## src/rtl/reg_scoreboard.sv

```systemverilog
// Register scoreboard: tracks the in-flight writes to r1..r15 with 2-bit
// pending counters. It stalls decode on RAW hazards and when a counter is
// full, and counts stall cycles in a saturating counter.
module reg_scoreboard (
  input  logic        clk,
  input  logic        rst_n,
  input  logic        id_valid,
  input  logic        id_wr,
  input  logic [3:0]  id_rd,
  input  logic [3:0]  id_rs,
  input  logic        id_rs_use,
  input  logic [3:0]  id_rt,
  input  logic        id_rt_use,
  input  logic        wb_regwrite,
  input  logic [3:0]  wb_rd,
  input  logic        x_kill,
  input  logic        x_wr,
  input  logic [3:0]  x_rd,
  output logic        stall,
  output logic        busy,
  output logic        err,
  output logic [15:0] stall_cnt
);

  logic [1:0]  cnt_q [16];
  logic [1:0]  cnt_d [16];
  logic        err_q, err_d;
  logic [15:0] stall_cnt_q, stall_cnt_d;

  logic        issue;
  logic        wb_hit_rs, wb_hit_rt;
  logic        hazard_rs, hazard_rt, full_rd;
  logic        underflow;
  logic [15:0] nonzero;

  // Hazard detection. A WB to the source in the same cycle is written through
  // the register file, so one pending write is forgiven. The effective count
  // is clamped at zero: a stray WB never creates a hazard on an idle register.
  always_comb begin
    wb_hit_rs = wb_regwrite && (wb_rd == id_rs);
    wb_hit_rt = wb_regwrite && (wb_rd == id_rt);
    hazard_rs = id_rs_use && (id_rs != 4'd0) && (cnt_q[id_rs] > {1'b0, wb_hit_rs});
    hazard_rt = id_rt_use && (id_rt != 4'd0) && (cnt_q[id_rt] > {1'b0, wb_hit_rt});
    // A full counter blocks issue even when a WB to that register lands in the
    // same cycle, so the counter can never wrap from 3 back to 0.
    full_rd   = id_wr && (id_rd != 4'd0) && (cnt_q[id_rd] == 2'd3);
    stall     = id_valid && (hazard_rs || hazard_rt || full_rd);
    // A squashed cycle drops the decode instruction without stalling it.
    issue     = id_valid && !stall && !x_kill;
  end

  // Next value of each pending counter. The issue increment and the two
  // decrements (WB and kill) are summed, and the result is clamped to 0..3.
  always_comb begin
    logic [2:0] up;
    logic [2:0] down;
    logic       inc, dec_wb, dec_kill;
    underflow = 1'b0;
    cnt_d[0]  = 2'd0;
    for (int r = 1; r < 16; r++) begin
      inc      = issue && id_wr && (id_rd == r[3:0]);
      dec_wb   = wb_regwrite && (wb_rd == r[3:0]);
      dec_kill = x_kill && x_wr && (x_rd == r[3:0]);
      up       = {1'b0, cnt_q[r]} + {2'b00, inc};
      down     = {2'b00, dec_wb} + {2'b00, dec_kill};
      if (down > up) begin
        cnt_d[r]  = 2'd0;
        underflow = 1'b1;
      end else if ((up - down) > 3'd3) begin
        cnt_d[r] = 2'd3;
      end else begin
        cnt_d[r] = 2'(up - down);
      end
    end
  end

  // Next values of the sticky error flag and the saturating stall counter.
  always_comb begin
    err_d       = err_q || underflow;
    stall_cnt_d = stall_cnt_q;
    if (stall && (stall_cnt_q != 16'hFFFF)) begin
      stall_cnt_d = stall_cnt_q + 16'd1;
    end
  end

  // State registers. Reset clears them at once, without waiting for the clock.
  always_ff @(posedge clk or negedge rst_n) begin
    if (!rst_n) begin
      for (int r = 0; r < 16; r++) begin
        cnt_q[r] <= 2'd0;
      end
      err_q       <= 1'b0;
      stall_cnt_q <= 16'd0;
    end else begin
      for (int r = 0; r < 16; r++) begin
        cnt_q[r] <= cnt_d[r];
      end
      err_q       <= err_d;
      stall_cnt_q <= stall_cnt_d;
    end
  end

  // Busy is taken directly from the current counter values.
  always_comb begin
    for (int r = 0; r < 16; r++) begin
      nonzero[r] = (cnt_q[r] != 2'd0);
    end
    busy = |nonzero;
  end

  assign err       = err_q;
  assign stall_cnt = stall_cnt_q;

endmodule

```

## config.mk

```make
export PLATFORM = sky130hd
export DESIGN_NAME = reg_scoreboard
export DESIGN_NICKNAME = d
export VERILOG_FILES = /design/src/rtl/reg_scoreboard.sv
export SDC_FILE = /design/constraint.sdc
export NUM_CORES = 1
export LEC_CHECK = 0
export ABC_AREA = 0
export BUFFER_PORTS_ARGS = -buffer_cell sky130_fd_sc_hd__buf_2
export CAP_MARGIN = 20
export CORE_ASPECT_RATIO = 0.5
export CORE_UTILIZATION = 35
export DETAILED_ROUTE_END_ITERATION = 8
export PLACE_DENSITY = 0.51
export SETUP_SLACK_MARGIN = 0.15
export SKIP_CTS_REPAIR_TIMING = 1
export SLEW_MARGIN = 20
export SYNTH_ARGS = -nofsm -noshare
export SYNTH_HDL_FRONTEND = slang
export SYNTH_SLANG_ARGS = --single-unit
```

## constraint.sdc

```tcl
create_clock -name clk -period 9.9 [get_ports clk]
set_input_delay 1.485 -clock clk [delete_from_list [all_inputs] [get_ports clk]]
set_output_delay 1.485 -clock clk [all_outputs]
set_load 0.02 [all_outputs]
```

After elaboration in Yosys (flattened, before gate mapping)
Cells that the tools add are included.
Word-level totals
  register bits: 47
  input bits: 29
  output and inout port bits: 19
  logic and storage cells: 287
Operators by class
  add/sub/neg operators: 46
  order comparisons: 35
  equal/unequal tests: 49
  multiplexer cells: 54
  bitwise logic cells: 3
  reductions and logical operators: 83
Operators with widths (number)
  4-bit == test (second input constant): 24
  2-bit two-way mux: 36
  1-bit logical AND: 59
  4-bit by 3-bit == test with 1-bit output (second input constant): 12
  2-bit by 1-bit adder with 3-bit output: 15
  2-bit by 3-bit greater-than comparator with 1-bit output: 15
  3-bit by 2-bit greater-than comparator with 1-bit output (second input constant): 15
  3-bit by 2-bit subtractor with 3-bit output: 15
  1-bit by 1-bit adder with 2-bit output: 15
  2-bit nonzero test: 15
  2-bit binary-select mux with 4-bit select: 3
  4-bit by 2-bit == test with 1-bit output (second input constant): 6
  16-bit by 1-bit adder with 16-bit output (second input constant): 1
  16-bit != test (second input constant): 1
  5-bit >= comparator (second input constant): 3
  1-bit two-way mux: 15
  4-bit inverter with 5-bit output: 3
  15-bit OR reduction: 1
  4-bit by 1-bit == test with 1-bit output (second input constant): 3
  4-bit nonzero test: 3
  4-bit == test: 2
  2-bit by 1-bit greater-than comparator with 1-bit output: 2
  1-bit logical OR: 3
  2-bit == test (second input constant): 1
  1-bit logical NOT: 2

Longest topological paths before layout
  depth in word-level cells: 32
  mapped depth: 23
  depth with buffers taken out: 21

Worst setup path after synthesis
OpenSTA, ideal clock, no wires.
  path type: input port to flip-flop
  start point: input port id_rt[2]
  end point: register cnt_q[22] (netlist bit)
  library setup time: 104 ps
  data arrival time: 5407 ps
  required time: 9796 ps
  slack: 4389 ps
  stages: 21
  path buffers: 3
  cells stage by stage: buf_2 -> buf_2 -> mux2_2 -> nand2_1 -> o21ai_0 -> mux4_2 -> inv_1 -> ha_1 -> nor2_1 -> a211oi_1 -> or3_1 -> and2_4 -> nand4b_4 -> buf_6 -> nor4_2 -> ha_1 -> ha_1 -> inv_1 -> fa_1 -> a21o_1 -> a221oi_1
RTL lines
  start, declared: RTL line 12  | input logic [3:0] id_rt,
  end signal, assigned by index: RTL line 96  | cnt_q[r] <= cnt_d[r];
  end, declared: RTL line 25  | logic [1:0] cnt_q [16];

Worst setup path in the final report
  start point: input port id_rs[0]
  end point: register err_q (netlist: err)
On the way
  word-level cells in the longest chain between the ends: 32
  elaborated cells between the ends (all ways): 78
  classes of those cells: add/sub: 15; order compare: 16; eq/ne: 1; mux: 18; bitwise: 1; reduce/logical: 27
RTL lines
  start, declared: RTL line 10  | input logic [3:0] id_rs,
  4-bit inverter with 5-bit output (implied by the code): RTL line 42  | hazard_rs = id_rs_use && (id_rs != 4'd0) && (cnt_q[id_rs] > {1'b0, wb_hit_rs});
  2-bit binary-select mux with 4-bit select: RTL line 42
  2-bit two-way mux (implied by the code) (2 in series): RTL line 42
  2-bit by 1-bit greater-than comparator with 1-bit output: RTL line 42
  1-bit logical AND *: RTL line 42
  1-bit logical OR * (2 in series): RTL line 47  | stall = id_valid && (hazard_rs || hazard_rt || full_rd);
  1-bit logical AND *: RTL line 47
  1-bit logical NOT *: RTL line 49  | issue = id_valid && !stall && !x_kill;
  1-bit logical AND * (2 in series): RTL line 49
  1-bit logical AND *: RTL line 61  | inc = issue && id_wr && (id_rd == r[3:0]);
  1-bit logical AND: RTL line 61
  2-bit by 1-bit adder with 3-bit output: RTL line 64  | up = {1'b0, cnt_q[r]} + {2'b00, inc};
  2-bit by 3-bit greater-than comparator with 1-bit output: RTL line 66  | if (down > up) begin
  1-bit two-way mux (14 in series): RTL line 66
  1-bit two-way mux *: RTL line 66
  1-bit logical OR *: RTL line 79  | err_d = err_q || underflow;
  net err_d: RTL line 27  | logic err_q, err_d;
  end signal, assigned: RTL line 98  | err_q <= err_d;
  end, declared: RTL line 27
The timed path passes the listed nets; every way through them passes the cells marked *. The select of a mux whose other input is x is not followed.
A chain may end at the register's enable or synchronous reset.

==> impl_metrics.ini <==
[timing]
finClkSkew_ns = 0.0108
finalSetupViolations = 0
finalHoldViolCount = 0
timing.fmax_mhz = 166
fin_tns_setup_ns = 0
timing.final.ws_setup_ns = 3.87
final-max-slew-violation-count = 0
slew-limit-headroom_pct = 55.0
final.period_utilization_pct = 60.9
tightest_slew_ns = 0.675
grt_setup_unrepaired = false
period_needed_ns = 6.03

[cts]
cts.reportedPaths.clkPinSlew_ns = 0.08
cts_sinks = 47
clk_latency_ns = 0.30
cts_buffers = 5
cts_tree = yes
cts_buffer_depth = 2
ctsHtreeMaxLevel = 2
cts_root_buf = clkbuf_16

[worst_setup_path]
setup.worst_path.start_class = primary input
crit_fanout = 15
crit_type = in2reg
r2r_slack_ns = 4.89
slowest_stage = nor4_1
critPathArrivalTime_ns = 6.19
cp.required_ns = 10.06
crit_chain = buf_2, mux4_2, mux4_2, inv_1, ha_1, o21ai_0, a21oi_1, a31oi_1, a22oi_2, and2_4, nand4b_4, nor4_1, ha_1, inv_1, fa_1, o31a_1, nor4_1, nand4_1
slowest_delay_ns = 0.58
endpoint_kind = flip-flop

[finish]
area_growth_syn_to_layout_pct = 10.5
fin_nets = 701
drive_gt1_share_pct = 16.6
num_antenna_cells = 0
utilization_pct = 40.1
fillerInstances = 1448

[synth]
yosysTopAreaCellShare_pct = 22.1
synth.area.top_cells = dfrtp_1 22%, ha_1 15%, fa_1 11%
synth.yosys.warnings = 0
ys_seq_area_share_pct = 22.1
synth-main-ff-cell = dfrtp_1
syn_area_um2 = 5320
synth_edf_count = 0
ys_ff_latch = 47
synthTopCellsByCount = 67 x inv_1, 63 x ha_1, 47 x dfrtp_1, 39 x nor2_1, 30 x fa_1
synth_top_cell_by_area = dfrtp_1
syn-num-nets = 662
postSynthAreaPerCell_um2 = 9.86
ys_types = 57
synth.most_common_cell = inv_1
synth_cells = 540
async_reset_ff_share_pct = 100

[power_and_ir_drop]
worst_ir_drop_vdd_uv = 74.2
cellPowerDensity_nw_per_um2 = 214
switching_share_pct = 44.8
power_frac_clock_pct = 16.3
intPower_uw = 696
p_leak_nw = 2.67
p_seq_share_pct = 34.2
switchingPower_uw = 565
p_total_mw = 1.26
power_frac_comb_pct = 49.5

[grt]
grt_pass1_vias = 4179
grt_max_degree = 48
overflow = 0
antenna_found_initial = 0
grt_pass1_wl_mm = 23.0
grt_use_total_pct = 19.4

[detailed_routing]
wire_per_inst_um = 18.8
drt_wl_total_mm = 14.7
vias = 4282
remaining_drc_errors = 0
ant_nets = 0
first_pass_iters = 4
drtIter0Drc = 357
via_per_inst = 5.50

[die]
core-area_um2 = 14700
rows = 31
dieArea_um2 = 15700
num_io_pins = 48
die_h_um = 89.2
initial_core_util_pct = 36.3
chipWidth_um = 176

[outcome]
status = finished clean

[placed_design]
portBuffers = 47
preCtsSetupSlack_ns = 3.54
hpwlAfterDp_mm = 11.7
gp_congestion = 0.892

[job]
drv_cap = 0

[hold_path]
min_path_type = reg2reg
-- power groups by stage --
stage	Sequential, mW	Clock [mW]	Combinational, mW
finish	0.431	0.205	0.624
global placement	0.434	0	0.619
floorplan	0.357	0	0.485
detailed placement	0.429	0	0.623
global route	0.437	0.218	0.717
CTS	0.426	0.209	0.627
-- cell families after synthesis --
family	Yosys count	synth area share [%]
compound gates	94	12.5
xor+xnor	32	5.26
fa+ha+maj	93	26.1
buf+inv	83	6.67
flops	47	22.1
mux	32	10.5
simple gates	159	16.8
-- per-layer routing --
layer	vias to the layer above	GRT usage [%]	part of all wire [%]
met5	-	0	0
met4	0	2.74	0.67
met3	7	4.12	7.6
met2	123	30.5	43
met1	2127	28.2	49
li1	2025	-	-
-- state kept, by name, summed over array words and instances (netlist names) --
name / count
cnt_q: 30
stall_cnt: 16
err: 1
-- cells in the final DEF (no fill, tap or decap), types with 12 or more instances in the layout --
cell type,count
fa_1,30
dfrtp_1,47
xnor2_1,21
nand2b_1,14
nor2_1,39
a221oi_1,12
inv_1,67
a21oi_1,19
a21o_1,14
o31a_1,12
nor4_1,19
o21ai_0,14
nand2_1,27
buf_2,47
mux4_2,14
ha_1,63
-- metrics by stage --
step	hold WS [ns]	cells	area [um2]
after floorplan	0.593	540	5320
after global placement	0.476	770	5710
after detailed placement	0.484	770	5710
after CTS	0.494	778	5880
after global routing	0.528	778	5880
final	0.488	778	5880
-- path summary, 6_finish.rpt --
| path | startpoint | endpoint | cells after the start |
|---|---|---|---|
| worst max-delay path | id_rs[0] | err | 18 |
| worst min-delay path | stall_cnt[4] | stall_cnt[4] | 1 |
| worst max register to register | cnt_q[0] | err | 17 |
| worst min register to register | stall_cnt[4] | stall_cnt[4] | 1 |
| max in group asynchronous | rst_n | cnt_q[2] | 2 |
| min in group asynchronous | rst_n | stall_cnt[4] | 2 |
-- layout make-up --
class / instances / area, um2 / share of cell area [%]
well taps: 198 / 248 / 4.21
inverters: 67 / 251 / 4.27
clock inverters: 3 / 47.5 / 0.808
clock buffers: 5 / 125 / 2.13
flip-flops and latches: 47 / 1180 / 20.0
multi-input cells: 410 / 3790 / 64.5
repair buffers: 48 / 243 / 4.13
-- critical path, delay by kind of cell --
family | cells | cell delay, ns
AOI/OAI and AO/OA | 5 | 0.83
buffers and inverters | 3 | 0.40
muxes | 2 | 1.00
adders and majority gates | 3 | 0.82
and+or+nand+nor | 5 | 1.62
Power figures use the tool's default switching activity.
